**config.mk**
```make
export PLATFORM = sky130hd
export DESIGN_NAME = alu_seq
export DESIGN_NICKNAME = d
export VERILOG_FILES = /design/src/rtl/alu_pkg.sv /design/src/rtl/alu_mul_iter.sv /design/src/rtl/alu_seq.sv
export SDC_FILE = /design/constraint.sdc
export NUM_CORES = 1
export LEC_CHECK = 0
export ABC_AREA = 1
export BUFFER_PORTS_ARGS = -buffer_cell sky130_fd_sc_hd__buf_2
export CAP_MARGIN = 25
export CORE_ASPECT_RATIO = 1.25
export CORE_MARGIN = 5
export CORE_UTILIZATION = 42
export CTS_CLUSTER_DIAMETER = 200
export CTS_CLUSTER_SIZE = 30
export DETAILED_ROUTE_END_ITERATION = 12
export SLEW_MARGIN = 40
export SYNTH_ARGS = -nofsm -noshare
export SYNTH_HDL_FRONTEND = slang
export SYNTH_SLANG_ARGS = --single-unit
```
**constraint.sdc**
```tcl
create_clock -name clk -period 4 [get_ports clk]
set_input_delay 0.6 -clock clk [delete_from_list [all_inputs] [get_ports clk]]
set_output_delay 0.6 -clock clk [all_outputs]
set_load 0.005 [all_outputs]
```
**src/rtl/alu_pkg.sv**
```systemverilog
// Shared definitions for the sequential ALU.
// Contents:
//   - opcode encodings (zero-extended to OPC_W bits so any OP_WIDTH <= OPC_W works)
//   - FSM state encoding
//   - alu_single(): result and flags of every single-cycle operation, computed at
//     ALU_MAX_W bits for a run-time operand width so one function serves every
//     DATA_WIDTH up to ALU_MAX_W
package alu_pkg;

    localparam int ALU_MAX_W = 64;
    localparam int OPC_W     = 16;

    typedef logic [OPC_W-1:0] opcode_t;

    localparam opcode_t OP_SLL  = 16'b000000;
    localparam opcode_t OP_SRL  = 16'b000010;
    localparam opcode_t OP_SRA  = 16'b000011;
    localparam opcode_t OP_MUL  = 16'b011000;
    localparam opcode_t OP_ADD  = 16'b100000;
    localparam opcode_t OP_SUB  = 16'b100010;
    localparam opcode_t OP_AND  = 16'b100100;
    localparam opcode_t OP_OR   = 16'b100101;
    localparam opcode_t OP_XOR  = 16'b100110;
    localparam opcode_t OP_NOR  = 16'b100111;
    localparam opcode_t OP_SLT  = 16'b101010;
    localparam opcode_t OP_SLTU = 16'b101011;

    typedef enum logic [1:0] {
        ST_IDLE = 2'd0,
        ST_MUL  = 2'd1,
        ST_DONE = 2'd2
    } state_t;

    typedef struct packed {
        logic [ALU_MAX_W-1:0] result;
        logic                 overflow;
        logic                 carry;
        logic                 illegal;
    } alu_out_t;

    // a and b must already be zero-extended from width bits. The sign bit and the
    // carry bit are picked out with masks rather than variable bit indices.
    function automatic alu_out_t alu_single(input logic [ALU_MAX_W-1:0] a,
                                            input logic [ALU_MAX_W-1:0] b,
                                            input opcode_t              op,
                                            input int                   shamt,
                                            input int                   width);
        logic [ALU_MAX_W:0]   one_x;
        logic [ALU_MAX_W:0]   sum_x;
        logic [ALU_MAX_W:0]   carry_mask;
        logic [ALU_MAX_W-1:0] mask;
        logic [ALU_MAX_W-1:0] msb_mask;
        logic [ALU_MAX_W-1:0] sa;
        logic [ALU_MAX_W-1:0] sb;
        logic [ALU_MAX_W-1:0] res;
        logic                 a_neg;
        logic                 b_neg;
        logic                 r_neg;
        alu_out_t             o;

        one_x      = {{ALU_MAX_W{1'b0}}, 1'b1};
        mask       = ALU_MAX_W'((one_x << width) - one_x);
        msb_mask   = ALU_MAX_W'(one_x << (width - 1));
        carry_mask = one_x << width;
        a_neg      = |(a & msb_mask);
        b_neg      = |(b & msb_mask);
        // Sign-extended copies for the signed compare and arithmetic shift.
        sa         = a_neg ? (a | ~mask) : a;
        sb         = b_neg ? (b | ~mask) : b;
        sum_x      = '0;
        res        = '0;
        r_neg      = 1'b0;
        o          = '0;

        case (op)
            OP_ADD: begin
                sum_x      = {1'b0, a} + {1'b0, b};
                res        = sum_x[ALU_MAX_W-1:0] & mask;
                r_neg      = |(res & msb_mask);
                o.carry    = |(sum_x & carry_mask);
                o.overflow = (a_neg == b_neg) && (r_neg != a_neg);
            end
            OP_SUB: begin
                // carry out of A + ~B + 1 means "no borrow"
                sum_x      = {1'b0, a} + {1'b0, ~b & mask} + one_x;
                res        = sum_x[ALU_MAX_W-1:0] & mask;
                r_neg      = |(res & msb_mask);
                o.carry    = |(sum_x & carry_mask);
                o.overflow = (a_neg != b_neg) && (r_neg != a_neg);
            end
            OP_AND:  res = a & b;
            OP_OR:   res = a | b;
            OP_XOR:  res = a ^ b;
            OP_NOR:  res = ~(a | b) & mask;
            OP_SLL:  res = (a << shamt) & mask;
            OP_SRL:  res = a >> shamt;
            OP_SRA:  res = ALU_MAX_W'($signed(sa) >>> shamt) & mask;
            OP_SLT:  res[0] = ($signed(sa) < $signed(sb));
            OP_SLTU: res[0] = (a < b);
            default: o.illegal = 1'b1;
        endcase

        o.result = res;
        return o;
    endfunction

endpackage

```
**src/rtl/alu_mul_iter.sv**
```systemverilog
// Iterative shift-add multiplier datapath, one multiplier bit per cycle.
// Ports:
//   clk, reset   clock, asynchronous active-high reset (discards any product)
//   start        load a/b and begin; ignored bits are cleared
//   a, b         multiplicand, multiplier (sampled on start)
//   done         high during the final iteration cycle
//   product      accumulator value after the current iteration; the full
//                product when done is high
module alu_mul_iter #(
    parameter int DATA_WIDTH = 8
) (
    input  logic                    clk,
    input  logic                    reset,
    input  logic                    start,
    input  logic [DATA_WIDTH-1:0]   a,
    input  logic [DATA_WIDTH-1:0]   b,
    output logic                    done,
    output logic [2*DATA_WIDTH-1:0] product
);

    localparam int CNT_W = $clog2(DATA_WIDTH + 1);

    logic [2*DATA_WIDTH-1:0] mcand_q;
    logic [2*DATA_WIDTH-1:0] acc_q;
    logic [2*DATA_WIDTH-1:0] acc_next;
    logic [DATA_WIDTH-1:0]   mplier_q;
    logic [CNT_W-1:0]        cnt_q;
    logic                    busy_q;

    always_comb begin
        acc_next = acc_q;
        if (mplier_q[0]) begin
            acc_next = acc_q + (mcand_q << cnt_q);
        end
    end

    assign done    = busy_q && (cnt_q == CNT_W'(DATA_WIDTH - 1));
    assign product = acc_next;

    always_ff @(posedge clk or posedge reset) begin
        if (reset) begin
            mcand_q  <= '0;
            acc_q    <= '0;
            mplier_q <= '0;
            cnt_q    <= '0;
            busy_q   <= 1'b0;
        end else if (start) begin
            mcand_q  <= {{DATA_WIDTH{1'b0}}, a};
            acc_q    <= '0;
            mplier_q <= b;
            cnt_q    <= '0;
            busy_q   <= 1'b1;
        end else if (busy_q) begin
            acc_q    <= acc_next;
            mplier_q <= mplier_q >> 1;
            cnt_q    <= cnt_q + CNT_W'(1);
            if (done) begin
                busy_q <= 1'b0;
            end
        end
    end

endmodule

```
**src/rtl/alu_seq.sv**
```systemverilog
// Registered ALU with valid/ready handshakes and a multi-cycle MUL.
// Handshake: a transfer happens on any rising edge where valid && ready are
// both high; valid never depends on ready, and once out_valid is high the
// result and flags hold until the consumer takes them.
// Ports:
//   clk, reset                 clock, asynchronous active-high reset
//   in_valid, in_ready         operand/opcode handshake
//   A, B, operation            operands and opcode (sampled only on accept)
//   out_valid, out_ready       result handshake
//   result                     registered result
//   zero, overflow, carry      result flags
//   illegal                    opcode not recognised
//   dbg_state                  current FSM state
module alu_seq
    import alu_pkg::*;
#(
    parameter int DATA_WIDTH  = 8,
    parameter int OP_WIDTH    = 6,
    parameter int SHAMT_WIDTH = $clog2(DATA_WIDTH)
) (
    input  logic                  clk,
    input  logic                  reset,
    input  logic                  in_valid,
    output logic                  in_ready,
    input  logic [DATA_WIDTH-1:0] A,
    input  logic [DATA_WIDTH-1:0] B,
    input  logic [OP_WIDTH-1:0]   operation,
    output logic                  out_valid,
    input  logic                  out_ready,
    output logic [DATA_WIDTH-1:0] result,
    output logic                  zero,
    output logic                  overflow,
    output logic                  carry,
    output logic                  illegal,
    output state_t                dbg_state
);

    state_t                  state_q;
    state_t                  state_d;
    logic                    accept;
    logic                    is_mul;
    logic                    load_single;
    logic                    load_mul;
    logic                    start_mul;
    logic                    mul_done;
    logic [2*DATA_WIDTH-1:0] mul_product;
    logic [ALU_MAX_W-1:0]    a_ext;
    logic [ALU_MAX_W-1:0]    b_ext;
    opcode_t                 op_ext;
    alu_out_t                calc;

    always_comb begin
        a_ext                       = '0;
        b_ext                       = '0;
        op_ext                      = '0;
        a_ext[DATA_WIDTH-1:0]       = A;
        b_ext[DATA_WIDTH-1:0]       = B;
        op_ext[OP_WIDTH-1:0]        = operation;
        calc = alu_single(a_ext, b_ext, op_ext, int'(B[SHAMT_WIDTH-1:0]), DATA_WIDTH);
    end

    // Only the low DATA_WIDTH bits of the wide result are meaningful.
    if (DATA_WIDTH < ALU_MAX_W) begin : g_pad
        logic pad_unused;
        assign pad_unused = |calc.result[ALU_MAX_W-1:DATA_WIDTH];
    end

    assign is_mul    = (op_ext == OP_MUL);
    assign in_ready  = (state_q == ST_IDLE) || ((state_q == ST_DONE) && out_ready);
    assign accept    = in_valid && in_ready;
    assign out_valid = (state_q == ST_DONE);
    assign dbg_state = state_q;

    always_ff @(posedge clk or posedge reset) begin
        if (reset) begin
            state_q <= ST_IDLE;
        end else begin
            state_q <= state_d;
        end
    end

    // IDLE and DONE share the accept path: in DONE, accept already implies
    // out_ready, so a new operation replaces the result being handed off.
    always_comb begin
        state_d     = state_q;
        load_single = 1'b0;
        load_mul    = 1'b0;
        start_mul   = 1'b0;
        case (state_q)
            ST_IDLE, ST_DONE: begin
                if (accept) begin
                    if (is_mul) begin
                        state_d   = ST_MUL;
                        start_mul = 1'b1;
                    end else begin
                        state_d     = ST_DONE;
                        load_single = 1'b1;
                    end
                end else if ((state_q == ST_DONE) && out_ready) begin
                    state_d = ST_IDLE;
                end
            end
            ST_MUL: begin
                if (mul_done) begin
                    state_d  = ST_DONE;
                    load_mul = 1'b1;
                end
            end
            default: state_d = ST_IDLE;
        endcase
    end

    always_ff @(posedge clk or posedge reset) begin
        if (reset) begin
            result   <= '0;
            zero     <= 1'b0;
            overflow <= 1'b0;
            carry    <= 1'b0;
            illegal  <= 1'b0;
        end else if (load_single) begin
            result   <= calc.result[DATA_WIDTH-1:0];
            zero     <= (calc.result[DATA_WIDTH-1:0] == '0);
            overflow <= calc.overflow;
            carry    <= calc.carry;
            illegal  <= calc.illegal;
        end else if (load_mul) begin
            result   <= mul_product[DATA_WIDTH-1:0];
            zero     <= (mul_product[DATA_WIDTH-1:0] == '0);
            overflow <= |mul_product[2*DATA_WIDTH-1:DATA_WIDTH];
            carry    <= 1'b0;
            illegal  <= 1'b0;
        end
    end

    alu_mul_iter #(
        .DATA_WIDTH (DATA_WIDTH)
    ) u_mul (
        .clk     (clk),
        .reset   (reset),
        .start   (start_mul),
        .a       (A),
        .b       (B),
        .done    (mul_done),
        .product (mul_product)
    );

endmodule

```
# After elaboration in Yosys (flattened, before gate mapping)
# Cells that the tools add are included.
# totals
ff_bits	51
word_cells	101
out_inout_bits	16
# op_classes
shifts	4
n_addsub	5
eq_ne	20
mux	38
n_bitwise	5
reduce_logical	16
order_cmp	2
# ops
operator	n
64-bit two-way mux	2
64-bit < comparator	1
64-bit by 3-bit >>> shifter with 8-bit output	1
7-bit case mux with 9 select lines	1
6-bit == test (second input constant)	8
16-bit two-way mux	3
8-bit two-way mux	4
1-bit two-way mux	19
8-bit by 8-bit adder with 9-bit output	2
16-bit adder	1
8-bit zero test	2
8-bit inverter	2
8-bit by 4-bit << shifter with 16-bit output	1
6-bit by 2-bit == test with 1-bit output (second input constant)	2
1-bit case mux with 11 select lines	1
11-bit OR reduction	1
9-bit by 1-bit adder with 9-bit output (second input constant)	1
8-bit AND	1
8-bit < comparator	1
2-bit two-way mux	4
4-bit two-way mux	2
8-bit OR	1
2-bit case mux with 2 select lines	2
8-bit OR reduction	1
19 further kinds	26

# Logic depth before layout (Yosys ltp)
# Gate-level depths: netlist of the first run.
# depth
ltp_word	7
mapped_depth	23

# Hierarchy
# From an unflattened synthesis of the first run, not the netlist that was laid out.
# unflattened
cells_unflattened	923
area_unflattened_um2	5677.9
# by_module_without_submodules
mod	area_per_inst_um2	seq_area_each_um2	instances	cells_each
alu_mul_iter	2874.0	925.9	1	428
alu_seq	2803.9	350.3	1	495

# Least setup slack after synthesis of the first run
# OpenSTA, ideal clock, no wires.
# synth_path
kind	register to register
start	register u_mul.cnt_q[0]
end	register overflow
path_buffers	1
stages_incl_launch_ff	24
setup_time_ns	0.116
period_less_slack_ns	2.856
t_arrival_ns	2.740
slack_ns	1.144
cell_sequence	dfrtp_1 > buf_4 > nand2_1 > o21ai_0 > or2_2 > o21ai_0 > inv_1 > o21ai_0 > nor2_1 > ha_1 > nand2_1 > inv_1 > a21oi_1 > nand2_1 > a21oi_1 > inv_1 > nand2_1 > nand3_1 > nand2_1 > nand2_1 > nor2_1 > nand3_1 > nand2_1 > nand2_1
# synth_between
elab_chain_len	6
# synth_lines
item	line_no	source
start, declared	alu_mul_iter.sv:27	logic [CNT_W-1:0] cnt_q;
start signal, assigned	alu_mul_iter.sv:56	cnt_q <= cnt_q + CNT_W'(1);
8-bit by 4-bit << shifter with 16-bit output	alu_mul_iter.sv:33	acc_next = acc_q + (mcand_q << cnt_q);
16-bit adder	alu_mul_iter.sv:33	
16-bit two-way mux	alu_mul_iter.sv:32	if (mplier_q[0]) begin
8-bit OR reduction	alu_seq.sv:129	overflow <= |mul_product[2*DATA_WIDTH-1:DATA_WIDTH];
1-bit two-way mux	alu_seq.sv:126	end else if (load_mul) begin
1-bit two-way mux	alu_seq.sv:120	end else if (load_single) begin
end signal, assigned	alu_seq.sv:123	overflow <= calc.overflow;
end signal, assigned	alu_seq.sv:129	
end, declared	alu_seq.sv:32	output logic overflow,
# Parallel ways exist; a longest one is shown, timed or not. The select of a mux whose other input is x is not followed.
# A chain may end at the register's enable or synchronous reset.

# Worst setup path after layout of the first run
# Same ends and word-level chain as after synthesis.

==> impl_metrics.prom, run 1 <==
# TYPE chip_impl_metric gauge
chip_impl_info{name="outcome",value="complete, no violations"} 1
chip_impl_metric{name="post_cts_hold_buffer_count",unit=""} 0
chip_impl_info{name="crit_slowest_cell",value="sky130_fd_sc_hd__dfrtp_1"} 1
chip_impl_metric{name="arrival",unit="ns"} 3.44
chip_impl_info{name="synthFlopType",value="sky130_fd_sc_hd__dfrtp_1"} 1
chip_impl_metric{name="first_global_vias",unit=""} 5838
chip_impl_metric{name="finalWeightedCongestion",unit=""} 0.920
chip_impl_metric{name="report.final.setup_viol",unit=""} 0
chip_impl_info{name="timing.critical_path.from_type",value="register"} 1
chip_impl_metric{name="grt_start_max_net_pins",unit=""} 29
chip_impl_metric{name="cts.clk_slew.worst_paths",unit="ns"} 0.07
chip_impl_metric{name="ratio_of_cells_with_drive_above_1_in_the_final_layout",unit="%"} 9.81
chip_impl_metric{name="ys_seq_area_share",unit="%"} 22.7
chip_impl_info{name="path_class",value="register to register"} 1
chip_impl_metric{name="finish.net_count",unit=""} 1008
chip_impl_info{name="critical_path.top_delay_family",value="simple AND/OR/NAND/NOR gates"} 1
chip_impl_metric{name="timing.clock.skew",unit="ns"} 0.00756
chip_impl_metric{name="final.hold.worst_slack",unit="ns"} 0.327
chip_impl_metric{name="cp.required",unit="ns"} 4.19
chip_impl_metric{name="worstPathBufferInverterCount",unit=""} 1
chip_impl_metric{name="cts-htree-levels",unit=""} 2
chip_impl_metric{name="final_util",unit="%"} 46.0
chip_impl_metric{name="slew_limit_fails",unit=""} 0
chip_impl_metric{name="fin_crit_sh",unit="%"} 81.1
chip_impl_metric{name="synth.cell_area",unit="mm^2"} 0.00562
chip_impl_metric{name="worstPathMaxFanout",unit=""} 14
chip_impl_metric{name="insertedDiodeCount",unit=""} 0
chip_impl_metric{name="report.final.hold_viol_count",unit=""} 0
chip_impl_metric{name="synth.lib_cells_used.distinct",unit=""} 42
chip_impl_metric{name="postCtsSetupBuffers",unit=""} 0
chip_impl_metric{name="timing_worst_slew_pin_value",unit="ns"} 0.600
chip_impl_metric{name="grt-ovfl-total",unit=""} 0
chip_impl_metric{name="dp.cells",unit=""} 1102
chip_impl_metric{name="fp-row-count",unit=""} 47
chip_impl_metric{name="routed_wire_length_per_instance",unit="um"} 16.2
chip_impl_metric{name="mappedNetlistNets",unit=""} 981
chip_impl_metric{name="syn_to_final_growth",unit="%"} 7.77
chip_impl_metric{name="fp.dieH",unit="um"} 139
chip_impl_metric{name="fin_ws",unit="ns"} 0.756
chip_impl_info{name="cts-root-buf",value="sky130_fd_sc_hd__clkbuf_16"} 1
chip_impl_metric{name="grt_first_pass_wirelength",unit="mm"} 29.4
chip_impl_metric{name="placement.cell_area",unit="mm^2"} 0.00591
chip_impl_metric{name="dp_worst_setup_slack",unit="ns"} 0.736
chip_impl_metric{name="chipWidth",unit="um"} 113
chip_impl_metric{name="ant_nets",unit=""} 0
chip_impl_metric{name="fp.coreArea",unit="mm^2"} 0.0132
chip_impl_metric{name="finalPower",unit="mW"} 3.33
chip_impl_metric{name="timing.max_cap.violations",unit=""} 0
chip_impl_metric{name="cts_buffers",unit=""} 5
chip_impl_metric{name="clock_tree.buffer_depth",unit=""} 2
chip_impl_metric{name="mapped_cells",unit=""} 911
chip_impl_metric{name="final_design_area_no_fill",unit="mm^2"} 0.00605
chip_impl_metric{name="cts_resized",unit=""} 0
chip_impl_info{name="crit_chain",value="o21ai_0 -> or2_2 -> o21ai_0 -> inv_1 -> o21ai_0 -> nor2_1 -> ha_1 -> nand2_1 -> nor2_1 -> nand3_1 -> nand4_1 -> nand3_1 -> o21ai_0 -> nand3_1 -> nor2_1 -> nand3_1 -> nand2_1 -> nand2_1"} 1
chip_impl_metric{name="tritoncts_num_sinks",unit=""} 51
chip_impl_metric{name="yosys_register_bits",unit=""} 51
chip_impl_metric{name="initial_utilization",unit="%"} 42.6
chip_impl_info{name="unrepaired_setup_endpoints_after_global_routing",value="no"} 1
chip_impl_metric{name="max_ir_drop_vdd",unit="mV"} 0.242
chip_impl_metric{name="detailedRoute.firstIterationViolations",unit=""} 296
chip_impl_metric{name="synthesis.yosys.warnings",unit=""} 0
chip_impl_metric{name="grt_antenna_before_repair",unit=""} 0
chip_impl_metric{name="num_io_pins",unit=""} 42
chip_impl_metric{name="pwr_cell_area",unit="mW/mm^2"} 550
chip_impl_metric{name="static_leakage",unit="nW"} 3.24
chip_impl_metric{name="drt_first_pass_iters",unit=""} 5
chip_impl_info{name="cts_tree",value="yes"} 1
chip_impl_metric{name="postRouteWirelength",unit="mm"} 18.0
chip_impl_metric{name="drcViolationCount",unit=""} 0
chip_impl_metric{name="clock.fmax",unit="MHz"} 308
chip_impl_metric{name="route.detailed.vias_per_inst",unit=""} 5.33
chip_impl_metric{name="final_period_minus_worst_setup_slack",unit="ns"} 3.24
chip_impl_metric{name="instances_no_fill",unit=""} 1109
chip_impl_info{name="holdCritPathClass",value="input pin to asynchronous set/reset pin"} 1
chip_impl_metric{name="synth_async_sr_flop_share",unit="%"} 100
chip_impl_metric{name="dp_hpwl",unit="mm"} 14.8
chip_impl_metric{name="setup_tns",unit="ns"} 0
chip_impl_metric{name="critical_path.max_stage_delay",unit="ns"} 0.57
chip_impl_info{name="timing.critical_path.to_type",value="register"} 1
chip_impl_metric{name="clk_latency",unit="ns"} 0.30
chip_impl_metric{name="timing.max_slew.rel_slack",unit="%"} 59.9
chip_impl_metric{name="grt.total_usage",unit="%"} 23.3
chip_impl_metric{name="synth_edf_count",unit=""} 0
chip_impl_metric{name="number_of_input_and_output_port_buffers_inserted",unit=""} 41
chip_impl_metric{name="fillCellCount",unit=""} 1461
chip_impl_metric{name="die-area",unit="mm^2"} 0.0158
chip_impl_metric{name="synthesis.area_per_instance",unit="um^2"} 6.17
chip_impl_metric{name="num_vias",unit=""} 5909
==> power by group <==
group          switching (mW)  internal [mW]  leakage [nW]  total, mW
sequential              0.184          0.680         0.643      0.864
combinational            1.33          0.690          2.52       2.02
clock                   0.197          0.248        0.0733      0.445
==> final timing paths <==
kind	end	cells after the start	slack, ns	startpoint
min reg2reg	carry	1	0.48	carry
max	overflow	18	0.76	u_mul.cnt_q[0]
max in group asynchronous	u_mul.mplier_q[0]	3	2.89	reset
min	dbg_state[1]	2	0.33	reset
min in group clk	carry	1	0.48	carry
max reg2reg	overflow	18	0.76	u_mul.cnt_q[0]
==> area by class of cell <==
class | instances | area (um^2) | area share (%)
repair buffers | 45 | 235 | 3.89
well taps | 171 | 214 | 3.53
inverters | 125 | 472 | 7.79
clock inverters | 1 | 8.76 | 0.145
multi-input cells | 710 | 3710 | 61.3
flip-flops and latches | 51 | 1280 | 21.1
clock buffers | 6 | 139 | 2.29
==> worst reg2reg max path, stage by stage (launching register included) <==
cell and delay, ns:
sky130_fd_sc_hd__dfrtp_1 0.57, sky130_fd_sc_hd__o21ai_0 0.18, sky130_fd_sc_hd__or2_2 0.29, sky130_fd_sc_hd__o21ai_0 0.12
sky130_fd_sc_hd__inv_1 0.09, sky130_fd_sc_hd__o21ai_0 0.23, sky130_fd_sc_hd__nor2_1 0.11, sky130_fd_sc_hd__ha_1 0.37
sky130_fd_sc_hd__nand2_1 0.11, sky130_fd_sc_hd__nor2_1 0.19, sky130_fd_sc_hd__nand3_1 0.13, sky130_fd_sc_hd__nand4_1 0.11
sky130_fd_sc_hd__nand3_1 0.09, sky130_fd_sc_hd__o21ai_0 0.13, sky130_fd_sc_hd__nand3_1 0.10, sky130_fd_sc_hd__nor2_1 0.15
sky130_fd_sc_hd__nand3_1 0.09, sky130_fd_sc_hd__nand2_1 0.06, sky130_fd_sc_hd__nand2_1 0.04
==> state kept, by name, indices dropped and copies added, names as in the netlist <==
name,count
u_mul.acc_q,16
result,8
u_mul.mcand_q,8
u_mul.mplier_q,8
u_mul.cnt_q,4
dbg_state,2
carry,1
illegal,1
overflow,1
u_mul.busy_q,1
zero,1
==> cell families (layout without fill, tap and decap cells) <==
kind of cell    count (synthesis)  count (layout)  synth area share [%]
buf+inv                       150             177                  11.3
mux                             2               2                 0.356
fa+ha+maj                      44              44                  10.2
flops                          51              51                  22.7
compound gates                116             116                  12.0
xor+xnor                        8               8                  1.25
simple gates                  540             540                  42.2
==> cells in the mapped netlist (3+ instances only) <==
| cell type | instances | share of area [%] |
|---|---|---|
| sky130_fd_sc_hd__a21oi_1 | 29 | 2.6 |
| sky130_fd_sc_hd__buf_2 | 14 | 1.2 |
| sky130_fd_sc_hd__buf_4 | 4 | 0.53 |
| sky130_fd_sc_hd__clkbuf_1 | 3 | 0.20 |
| sky130_fd_sc_hd__dfrtp_1 | 51 | 23 |
| sky130_fd_sc_hd__fa_1 | 3 | 1.1 |
| sky130_fd_sc_hd__ha_1 | 41 | 9.1 |
| sky130_fd_sc_hd__inv_1 | 114 | 7.6 |
| sky130_fd_sc_hd__inv_2 | 8 | 0.53 |
| sky130_fd_sc_hd__nand2_1 | 286 | 19 |
| sky130_fd_sc_hd__nand2_2 | 5 | 0.56 |
| sky130_fd_sc_hd__nand2_4 | 5 | 1.0 |
| sky130_fd_sc_hd__nand3_1 | 116 | 10 |
| sky130_fd_sc_hd__nand4_1 | 21 | 2.3 |
| sky130_fd_sc_hd__nor2_1 | 78 | 5.2 |
| sky130_fd_sc_hd__nor2_2 | 11 | 1.2 |
| sky130_fd_sc_hd__nor2_4 | 5 | 1.0 |
| sky130_fd_sc_hd__nor3_1 | 4 | 0.36 |
| sky130_fd_sc_hd__o211ai_1 | 8 | 1.1 |
| sky130_fd_sc_hd__o21ai_0 | 47 | 4.2 |
| sky130_fd_sc_hd__o221ai_1 | 9 | 1.4 |
| sky130_fd_sc_hd__o22ai_1 | 14 | 1.6 |
| sky130_fd_sc_hd__or2_2 | 3 | 0.33 |
| sky130_fd_sc_hd__xor2_1 | 6 | 0.94 |
==> layout by cell type, fill, tap and decap left out, types with 14 or more instances in the layout <==
| master | netlist | routed |
|---|---|---|
| sky130_fd_sc_hd__a21oi_1 | 29 | 29 |
| sky130_fd_sc_hd__buf_2 | 14 | 41 |
| sky130_fd_sc_hd__dfrtp_1 | 51 | 50 |
| sky130_fd_sc_hd__ha_1 | 41 | 41 |
| sky130_fd_sc_hd__inv_1 | 114 | 113 |
| sky130_fd_sc_hd__nand2_1 | 286 | 286 |
| sky130_fd_sc_hd__nand3_1 | 116 | 116 |
| sky130_fd_sc_hd__nand4_1 | 21 | 21 |
| sky130_fd_sc_hd__nor2_1 | 78 | 78 |
| sky130_fd_sc_hd__o21ai_0 | 47 | 47 |
| sky130_fd_sc_hd__o22ai_1 | 14 | 14 |
==> routing by layer <==
metal  track usage [%]  wire length [um]
met3              1.61               493
met2              42.2              9230
met4              14.2              1150
met1              26.2              7100
met5                 0                 0
Note: power is estimated with default switching activity, not from simulation.
==> inputs of run 2 (changes only) <==
clock period = 2.65 ns   (was 4 ns; I/O delays follow)
==> impl_metrics.prom, run 2 (synthesis gave the netlist of run 1 again) <==
# TYPE chip_impl_metric gauge
chip_impl_metric{name="cts-htree-levels",unit=""} 2
chip_impl_metric{name="dp_hpwl",unit="mm"} 15.6
chip_impl_metric{name="post_cts_hold_buffer_count",unit=""} 0
chip_impl_metric{name="chipWidth",unit="um"} 113
chip_impl_info{name="layout_commonest_cell",value="sky130_fd_sc_hd__nand2_1"} 1
chip_impl_info{name="max_flop_register",value="u_mul.acc_q"} 1
chip_impl_metric{name="number_of_flip_flops_under_the_largest_register_name",unit=""} 16
chip_impl_metric{name="drcViolationCount",unit=""} 0
chip_impl_metric{name="timing.reg2reg.setup_slack",unit="ns"} -0.21
chip_impl_info{name="cts_tree",value="yes"} 1
chip_impl_metric{name="num_io_pins",unit=""} 42
chip_impl_info{name="crit-reg2reg-capture",value="zero"} 1
chip_impl_metric{name="grt-ovfl-total",unit=""} 0
chip_impl_metric{name="grt_antenna_before_repair",unit=""} 0
chip_impl_info{name="holdCritPathClass",value="input pin to asynchronous set/reset pin"} 1
chip_impl_metric{name="report.final.hold_viol_count",unit=""} 0
chip_impl_metric{name="slew_limit_fails",unit=""} 0
chip_impl_metric{name="detailedRoute.firstIterationViolations",unit=""} 465
chip_impl_metric{name="grt_first_pass_wirelength",unit="mm"} 31.6
chip_impl_metric{name="worstPathMaxFanout",unit=""} 7
chip_impl_metric{name="first_global_vias",unit=""} 6466
chip_impl_metric{name="finalWeightedCongestion",unit=""} 0.928
chip_impl_metric{name="postRouteWirelength",unit="mm"} 19.9
chip_impl_metric{name="num_vias",unit=""} 6538
chip_impl_metric{name="cts_buffers",unit=""} 5
chip_impl_metric{name="final_design_area_no_fill",unit="mm^2"} 0.00747
chip_impl_metric{name="timing.max_cap.violations",unit=""} 0
chip_impl_info{name="outcome",value="finished, violations left"} 1
chip_impl_metric{name="timing.max_slew.rel_slack",unit="%"} 61.0
chip_impl_info{name="mostFrequentLayoutCells",value="sky130_fd_sc_hd__nand2_1 (255), sky130_fd_sc_hd__inv_1 (107), sky130_fd_sc_hd__nand3_1 (106)"} 1
chip_impl_info{name="setup.worst_path.end",value="zero"} 1
chip_impl_info{name="unrepaired_setup_endpoints_after_global_routing",value="yes"} 1
chip_impl_metric{name="clock.fmax",unit="MHz"} 350
chip_impl_info{name="r2r-start",value="u_mul.cnt_q[0]"} 1
chip_impl_metric{name="fp.coreArea",unit="mm^2"} 0.0132
chip_impl_metric{name="fin_crit_sh",unit="%"} 108
chip_impl_info{name="cts-root-buf",value="sky130_fd_sc_hd__clkbuf_16"} 1
chip_impl_info{name="violations",value="setup timing"} 1
chip_impl_metric{name="syn_to_final_growth",unit="%"} 32.9
chip_impl_info{name="timing.critical_path.from_type",value="register"} 1
chip_impl_metric{name="insertedDiodeCount",unit=""} 0
chip_impl_metric{name="finalPower",unit="mW"} 7.69
chip_impl_metric{name="die-area",unit="mm^2"} 0.0158
chip_impl_metric{name="cts.clk_slew.worst_paths",unit="ns"} 0.08
chip_impl_info{name="critPathLaunch",value="u_mul.cnt_q[0]"} 1
chip_impl_info{name="path_class",value="register to register"} 1
chip_impl_metric{name="routed_wire_length_per_instance",unit="um"} 16.3
chip_impl_metric{name="timing_worst_slew_pin_value",unit="ns"} 0.584
chip_impl_metric{name="clock_tree.buffer_depth",unit=""} 2
chip_impl_metric{name="placement.cell_area",unit="mm^2"} 0.00658
chip_impl_metric{name="grt.total_usage",unit="%"} 24.9
chip_impl_metric{name="clk_latency",unit="ns"} 0.30
chip_impl_metric{name="cp.required",unit="ns"} 2.88
chip_impl_metric{name="arrival",unit="ns"} 3.09
chip_impl_metric{name="static_leakage",unit="nW"} 3.84
chip_impl_metric{name="route.detailed.vias_per_inst",unit=""} 5.38
chip_impl_metric{name="max_ir_drop_vdd",unit="mV"} 0.685
chip_impl_metric{name="report.final.setup_viol",unit=""} 9
chip_impl_info{name="timing.critical_path.to_type",value="register"} 1
chip_impl_metric{name="pwr_cell_area",unit="mW/mm^2"} 1030
chip_impl_metric{name="fp-row-count",unit=""} 47
chip_impl_metric{name="final_period_minus_worst_setup_slack",unit="ns"} 2.86
chip_impl_metric{name="grt_start_max_net_pins",unit=""} 27
chip_impl_metric{name="final_util",unit="%"} 56.7
chip_impl_metric{name="initial_utilization",unit="%"} 42.6
chip_impl_metric{name="timing.clock.skew",unit="ns"} 0.00615
chip_impl_metric{name="drt_first_pass_iters",unit=""} 5
chip_impl_metric{name="fin_ws",unit="ns"} -0.211
chip_impl_metric{name="ratio_of_cells_with_drive_above_1_in_the_final_layout",unit="%"} 30.0
chip_impl_metric{name="multi_input_comb_area",unit="mm^2"} 0.00429
chip_impl_metric{name="regArea",unit="mm^2"} 0.00128
chip_impl_metric{name="number_of_input_and_output_port_buffers_inserted",unit=""} 41
chip_impl_metric{name="ant_nets",unit=""} 0
chip_impl_metric{name="finish.net_count",unit=""} 1114
chip_impl_metric{name="fillCellCount",unit=""} 1306
chip_impl_metric{name="timing.reg2reg.worst_path_depth",unit=""} 20
chip_impl_metric{name="tritoncts_num_sinks",unit=""} 51
chip_impl_metric{name="final.hold.worst_slack",unit="ns"} 0.144
chip_impl_metric{name="fp.dieH",unit="um"} 139
-- run 2: changes by cell type in the layout (fill, tap and decap cells not counted), moves of 16 or more --
cell / delta
sky130_fd_sc_hd__o21ai_0: -18
sky130_fd_sc_hd__nand2_1: -31
sky130_fd_sc_hd__buf_4: +98
sky130_fd_sc_hd__nor2_1: -16
sky130_fd_sc_hd__nand2_2: +27
-- run 2: layout make-up --
class	instances	share of cell area, %
Multi-Input combinational cell	710	57.5
Sequential cell	51	17.1
Timing Repair Buffer	151	14.2
Inverter	125	6.35
Tap cell	171	2.87
Clock buffer	5	1.68
Clock inverter	3	0.302
-- run 2: critical path, cell delays in order (launching register included) --
cell and delay, ns:
sky130_fd_sc_hd__dfrtp_2 0.47, sky130_fd_sc_hd__buf_6 0.17, sky130_fd_sc_hd__nand2_1 0.09, sky130_fd_sc_hd__nand3_1 0.10, sky130_fd_sc_hd__nand2_2 0.08, sky130_fd_sc_hd__nand2_2 0.08
sky130_fd_sc_hd__o21ai_4 0.06, sky130_fd_sc_hd__buf_4 0.13, sky130_fd_sc_hd__nor2_4 0.12, sky130_fd_sc_hd__ha_4 0.24, sky130_fd_sc_hd__nand2_4 0.08, sky130_fd_sc_hd__inv_1 0.05
sky130_fd_sc_hd__a21oi_2 0.14, sky130_fd_sc_hd__nand2_2 0.11, sky130_fd_sc_hd__buf_4 0.15, sky130_fd_sc_hd__or2_2 0.26, sky130_fd_sc_hd__nand3_1 0.08, sky130_fd_sc_hd__nand2_2 0.07
sky130_fd_sc_hd__nor2_1 0.09, sky130_fd_sc_hd__a21oi_1 0.09, sky130_fd_sc_hd__a21oi_1 0.13
-- run 2: timing repair --
action,in CTS,in global routing
buffers inserted,7,11
resized for setup,63,96
endpoints found under the setup margin,19,20
cloned,0,0
pin swaps,33,47
-- run 2: worst min-delay path by stage --
stage	slack, ns	to	from	depth (start not counted)
finish	0.14	u_mul.acc_q[3]	reset	2
global route	0.20	u_mul.acc_q[4]	reset	2
detailed placement	0.46	result[3]	result[3]	2
floorplan	0.46	u_mul.mplier_q[0]	u_mul.mplier_q[1]	2
CTS	0.17	u_mul.acc_q[3]	reset	2
global placement	0.46	carry	carry	1
-- run 2: where the power goes --
part	internal [mW]	total (mW)	switching (mW)
clock	0.357	0.689	0.332
combinational	2.64	5.73	3.09
sequential	1.03	1.27	0.244
-- run 2: routing by layer --
| layer | track usage (%) | wire length (um) | vias to the layer above |
|---|---|---|---|
| met3 | 2.21 | 615 | 85 |
| met5 | 0 | 0 | - |
| met1 | 26.6 | 7500 | 3009 |
| met4 | 16.3 | 1300 | 0 |
| met2 | 46.1 | 10400 | 201 |
| li1 | - | - | 3243 |
-- run 2: per-stage QoR --
stage	worst slack (ns)	setup TNS [ns]	instances
6_report	-0.211	-0.820	1216
5_1_grt	-0.386	-3.15	1216
4_1_cts	-0.107	-0.279	1206
3_5_place_dp	-0.406	-2.64	1191
3_3_place_gp	-0.370	-2.41	1191
2_1_floorplan	-0.0370	-0.0539	911
